[src/rtl/frame_source_mux_pkg.sv]
// Shared definitions for the frame source selector and its helpers.
// State encoding is kept as plain sized constants for legacy tooling.
// The blank source always takes the code just above the last buffer.
package frame_source_mux_pkg;

  localparam logic [0:0] ST_IDLE   = 1'b0;
  localparam logic [0:0] ST_STREAM = 1'b1;

  // Code that selects the constant blank source for a given buffer count
  function automatic int blankCode(input int numBuf);
    return numBuf;
  endfunction

endpackage

[src/rtl/frame_pix_counter.sv]
// Pixel position counter within a frame, with first/last-pixel flags.
// Latency: flags are combinational from the registered count.
// Backpressure: advances only on step; clear has priority and restarts at pixel 0.
module frame_pix_counter #(
  parameter int FRAME_PIX = 16,
  parameter int CNT_W     = $clog2(FRAME_PIX)
) (
  input  logic             clk,
  input  logic             rst_n,
  input  logic             clear,
  input  logic             step,
  output logic [CNT_W-1:0] cnt,
  output logic             isFirst,
  output logic             isLast
);

  localparam logic [CNT_W-1:0] LAST_PIX = CNT_W'(FRAME_PIX - 1);

  assign isFirst = (cnt == '0);
  assign isLast  = (cnt == LAST_PIX);

  // Wrap explicitly at the last pixel so non-power-of-two frames work
  always_ff @(posedge clk or negedge rst_n) begin
    if (!rst_n) begin
      cnt <= '0;
    end else if (clear) begin
      cnt <= '0;
    end else if (step) begin
      cnt <= isLast ? '0 : cnt + 1'b1;
    end
  end

endmodule

[src/rtl/frame_source_mux.sv]
// Streams pixels from one of NUM_BUF buffers or a blank source, switching only at frame edges.
// Latency: 1 cycle from buffer pop to registered pix_data.
// Backpressure: output register holds on !pix_ready; no buffer pop happens while stalled.
module frame_source_mux
  import frame_source_mux_pkg::*;
#(
  parameter int                DATA_W    = 8,
  parameter int                NUM_BUF   = 2,
  parameter int                FRAME_PIX = 16,
  parameter logic [DATA_W-1:0] BLANK_VAL = '0,
  localparam int               SEL_W     = $clog2(NUM_BUF + 1)
) (
  input  logic                      clk,
  input  logic                      rst_n,
  input  logic                      enable,
  input  logic [SEL_W-1:0]          sel_code,
  input  logic                      sel_load,
  input  logic [NUM_BUF*DATA_W-1:0] buf_data,
  input  logic [NUM_BUF-1:0]        buf_valid,
  output logic [NUM_BUF-1:0]        buf_ready,
  output logic [DATA_W-1:0]         pix_data,
  output logic                      pix_valid,
  input  logic                      pix_ready,
  output logic                      pix_sof,
  output logic                      pix_eof,
  output logic [SEL_W-1:0]          active_sel,
  output logic                      sel_err,
  output logic                      underrun
);

  localparam logic [SEL_W-1:0] BLANK_SEL = SEL_W'(blankCode(NUM_BUF));
  localparam int               CNT_W     = $clog2(FRAME_PIX);

  logic [0:0]        state;
  logic [SEL_W-1:0]  activeSel;
  logic [SEL_W-1:0]  pendingSel;
  logic [CNT_W-1:0]  pixCnt;
  logic              cntFirst;
  logic              cntLast;
  logic              adv;
  logic              streamAdv;
  logic              startStream;
  logic              loadEof;
  logic              activeIsBuf;
  logic              selLegal;
  logic              srcValid;
  logic [DATA_W-1:0] srcData;

  assign adv         = !pix_valid || pix_ready;
  assign streamAdv   = (state == ST_STREAM) && adv;
  assign startStream = (state == ST_IDLE) && enable;
  assign loadEof     = streamAdv && cntLast;
  assign activeIsBuf = (activeSel != BLANK_SEL);
  assign selLegal    = (sel_code <= BLANK_SEL);
  assign active_sel  = activeSel;

  frame_pix_counter #(
    .FRAME_PIX (FRAME_PIX),
    .CNT_W     (CNT_W)
  ) uPixCounter (
    .clk     (clk),
    .rst_n   (rst_n),
    .clear   (startStream),
    .step    (streamAdv),
    .cnt     (pixCnt),
    .isFirst (cntFirst),
    .isLast  (cntLast)
  );

  // Pick the active buffer's pixel and pop it only when it is actually consumed
  always_comb begin
    srcData   = BLANK_VAL;
    srcValid  = 1'b0;
    buf_ready = '0;
    for (int i = 0; i < NUM_BUF; i++) begin
      if (activeSel == SEL_W'(i)) begin
        srcData      = buf_data[i*DATA_W +: DATA_W];
        srcValid     = buf_valid[i];
        buf_ready[i] = streamAdv && buf_valid[i];
      end
    end
  end

  // Frame sequencing and source selection; active source only moves at frame edges
  always_ff @(posedge clk or negedge rst_n) begin
    if (!rst_n) begin
      state      <= ST_IDLE;
      activeSel  <= BLANK_SEL;
      pendingSel <= BLANK_SEL;
      sel_err    <= 1'b0;
    end else begin
      sel_err <= sel_load && !selLegal;
      if (sel_load && selLegal) begin
        pendingSel <= sel_code;
      end
      if (startStream) begin
        state     <= ST_STREAM;
        activeSel <= pendingSel;
      end else if (loadEof) begin
        // A load coinciding with the last pixel still counts for the next frame
        activeSel <= (sel_load && selLegal) ? sel_code : pendingSel;
        if (!enable) begin
          state <= ST_IDLE;
        end
      end
    end
  end

  // Output pixel register; underrun emits blank so frame timing never slips
  always_ff @(posedge clk or negedge rst_n) begin
    if (!rst_n) begin
      pix_valid <= 1'b0;
      pix_data  <= BLANK_VAL;
      pix_sof   <= 1'b0;
      pix_eof   <= 1'b0;
      underrun  <= 1'b0;
    end else begin
      underrun <= streamAdv && activeIsBuf && !srcValid;
      if (streamAdv) begin
        pix_valid <= 1'b1;
        pix_data  <= (activeIsBuf && srcValid) ? srcData : BLANK_VAL;
        pix_sof   <= cntFirst;
        pix_eof   <= cntLast;
      end else if (adv) begin
        pix_valid <= 1'b0;
        pix_sof   <= 1'b0;
        pix_eof   <= 1'b0;
      end
    end
  end

endmodule

[config.mk]
export PLATFORM = sky130hd
export DESIGN_NAME = frame_source_mux
export DESIGN_NICKNAME = d
export VERILOG_FILES = /design/src/rtl/frame_source_mux_pkg.sv /design/src/rtl/frame_pix_counter.sv /design/src/rtl/frame_source_mux.sv
export SDC_FILE = /design/constraint.sdc
export NUM_CORES = 1
export LEC_CHECK = 0
export ABC_AREA = 1
export CAP_MARGIN = 20
export CORE_MARGIN = 2
export CORE_UTILIZATION = 30
export DETAILED_ROUTE_END_ITERATION = 10
export GPL_TIMING_DRIVEN = 0
export PLACE_DENSITY = 0.68
export SYNTH_ARGS = -nofsm -noshare
export SYNTH_HDL_FRONTEND = slang
export SYNTH_SLANG_ARGS = --single-unit
[constraint.sdc]
create_clock -name clk -period 3.04 [get_ports clk]
set_input_delay 0.608 -clock clk [delete_from_list [all_inputs] [get_ports clk]]
set_output_delay 0.608 -clock clk [all_outputs]
set_load 0.1 [all_outputs]
==> metrics.md <==
| Metric | Value |
|---|---|
| Status | `finished clean` |
| Mux cell area share after synthesis | `0%` |
| Share of layout cells above drive strength 1 | `10.2%` |
| CP Cell Sequence | `clkdlybuf4s50_1, inv_1, nand2_1, nand2_2, buf_2, nor2_1, clkdlybuf4s15_2` |
| TritonCTS buffer count | `3` |
| I/O pin cnt | `42` |
| Setup CP Type | `input pin to primary output` |
| I/O Buffers | `41` |
| Syn Nets | `168` |
| Gpl congestion | `0.668` |
| CTS tree | `yes` |
| Sequential share of the synthesized area | `49.9%` |
| HP Class | `flip-flop to flip-flop` |
| Most frequent cell after synthesis | `nand2_1` |
| Area leader, netlist | `dfrtp_1` |
| Clock Path Buffers | `2` |
| Worst path max stage delay | `0.56 ns` |
| CTS resizes | `6` |
| Post-CTS Setup Repair Bufs | `0` |
| Post-Syn Area | `1110 um2` |
| Tot GR Track Use | `13.3%` |
| Die footprint | `4190 um2` |
| Slowest CP cell | `clkdlybuf4s15_2` |
| Gr ovfl total | `0` |
| Fmax achieved | `354 MHz` |
| Slew @ Worst Pin | `0.983 ns` |
| FFs w/ async S/R, synth | `100%` |
| Synth Area in XOR/XNOR | `0.791%` |
| Static leakage | `0.804 nW` |
| Met2 WL | `1.17 mm` |
| Clk_lat worst skew | `0.26 ns` |
| Fin crit period | `2.82 ns` |
| Simple-Gate Fraction of Synth Area | `35.3%` |
| Synth Register Bits | `22` |
| Rel. slew slack | `34.2%` |
| Worst-path clk slew | `0.08 ns` |
| RSZ-0062 raised after global routing | `false` |
| Data required time at the worst endpoint | `2.43 ns` |
| Share of the synthesized area in the top cell type | `45.2%` |
| First DRT Iteration DRCs | `43` |
| CP delay by family, top | `buffers and inverters` |
| Synth Area in Compound Gates | `6.44%` |
| Largest family of logic cells by synthesized area | `simple AND/OR/NAND/NOR gates` |
| Adder-cell share of the synthesized area | `2.26%` |
| Drt pass-1 iters | `4` |
| Crit end category | `primary output` |
| Final setup violation count | `0` |
| Placed Cells | `230` |
| Clock skew | `0.00314 ns` |
| Avg WL per Cell | `11.0 um` |
| Post-synth EDFFs | `0` |
| Ys flop type | `dfrtp_1` |
| # DRC | `0` |
| Vias | `1038` |
| Starting Density | `30.7%` |
| Worst vdd ir | `0.364 mV` |
| Post-DRT Antenna Nets | `0` |
| PD cells | `1040 nW/um2` |
| Core ar. | `3610 um2` |
| Wl on met1 | `1.24 mm` |
| Die W | `64.8 um` |
| Worst-path fanout max | `10` |
| Distinct cells, synth | `22` |
| Cts hold-fix bufs | `0` |
| H-tree depth | `1` |
| Cell count after synthesis | `141` |
| CP Launch Type | `input pin` |
| Initial antenna violation count | `0` |
| Dpl hpwl | `1.91 mm` |
| # rows | `22` |
| Period utilization | `92.9%` |
| Synth area leaders | `dfrtp_1, nand2_1, nand3_1, dfstp_2, inv_1` |
| Die height | `64.8 um` |
| Buf/Inv on CP | `4` |
| Total wire length | `2.58 mm` |
| CP Data Arrival Time | `2.22 ns` |
| Vias in the first global route | `952` |
| Avg Synthesized Cell Area | `7.85 um2` |
| Final Hold Vio Count | `0` |
| Max-Cap Viols | `0` |
| Max Slew Vio Count | `0` |
| Synth cell count leaders | `nand2_1, dfrtp_1, nand3_1` |
| DR vias/cell | `4.42` |
| DR top layer | `met3` |
| CTS root buffer | `clkbuf_8` |
| WHS | `0.484 ns` |
| Wire length on met3 | `174 um` |
| Largest net degree at the start of global routing | `23` |
| Num Clock Sinks | `22` |
| Fin nets | `215` |
| Fin cells | `235` |
| First-pass GRT wire length | `4.37 mm` |
| Syn. warnings | `0` |
| # diodes | `0` |
| Design Area, Final | `1650 um2` |
| Placed Area | `1580 um2` |
| Area Overhead vs Synth | `48.7%` |
-- stage by stage --
stage	setup WS [ns]	power [mW]	util [%]	TNS [ns]
6_report	0.217	1.71	45.7	0
3_5_place_dp	-0.391	1.51	43.8	-0.751
5_1_grt	0.0871	1.81	45.7	0
2_1_floorplan	-0.123	1.24	-	-0.246
3_3_place_gp	-0.399	1.50	43.8	-0.774
4_1_cts	0.179	1.73	45.4	0
-- report_power, final --
group / leakage (nW) / internal, mW / switching (mW)
Clock: 0.0288 / 0.115 / 0.0968
Sequential: 0.271 / 0.391 / 0.0661
Combinational: 0.504 / 0.259 / 0.780
Total: 0.804 / 0.765 / 0.943
-- kinds of logic after synthesis --
group                    after synthesis
adder cells (fa/ha/maj)                2
XOR/XNOR                               1
flip-flops                            22
AND/OR/NAND/NOR                       91
buffers and inverters                 15
AO/OA/AOI/OAI                         10
-- area by class of cell --
class,instances,area (um2)
clock buffers,4,55.1
flip-flops and latches,22,553
inverters,13,48.8
plain buffers,2,10.0
well taps,48,60.1
fillers,378,1960
multi-input cells,104,495
repair buffers,42,424
-- sequential cells by signal, indices dropped and copies added (netlist names), 2 cells and up --
| signal | cells |
|---|---|
| uPixCounter.cnt | 4 |
| pix_data | 8 |
| pendingSel | 2 |
| active_sel | 2 |
-- worst reg2reg max path, delay by kind of cell (launching register included) --
| kind | cells | cell delay [ns] |
|---|---|---|
| buffers and inverters | 1 | 0.11 |
| AOI/OAI and AO/OA | 1 | 0.17 |
| adders and majority gates | 1 | 0.22 |
| and+or+nand+nor | 3 | 0.31 |
| DFF | 1 | 0.41 |
-- final timing paths --
kind	startpoint	end	slack, ns	cells past startpoint
worst min-delay path	pendingSel[1]$_DFF_PN1_	pendingSel[1]$_DFF_PN1_	0.48	2
worst max register to register	uPixCounter.cnt[0]$_DFFE_PN0P_	state$_DFFE_PN0P_	1.75	6
max in group asynchronous	rst_n	pendingSel[1]$_DFF_PN1_	1.86	2
worst min register to register	pendingSel[1]$_DFF_PN1_	pendingSel[1]$_DFF_PN1_	0.48	2
worst max-delay path	pix_ready	buf_ready[0]	0.22	7
min in group asynchronous	rst_n	pix_data[6]$_DFFE_PN0N_	0.64	1
-- layout by cell type (no fill, tap or decap), drive strengths merged --
master,netlist,final
nand3,19,19
ha,2,2
nor2,7,7
clkinv,1,1
inv,12,12
buf,2,3
nand2,64,64
dfrtp,20,20
dfstp,2,2
clkdlybuf4s15,0,2
clkdlybuf4s50,0,39
xor2,1,1
o21ai,6,6
o2111a,1,1
and2,1,1
a21oi,3,3
clkbuf,0,4
-- metal layers --
| layer | track usage [%] | vias up |
|---|---|---|
| li1 | - | 540 |
| met1 | 18.1 | 465 |
| met2 | 21.5 | 33 |
| met3 | 3.82 | 0 |
| met4 | 1.60 | 0 |
| met5 | 0 | - |
No activity file was read; power rests on OpenSTA's default activity.
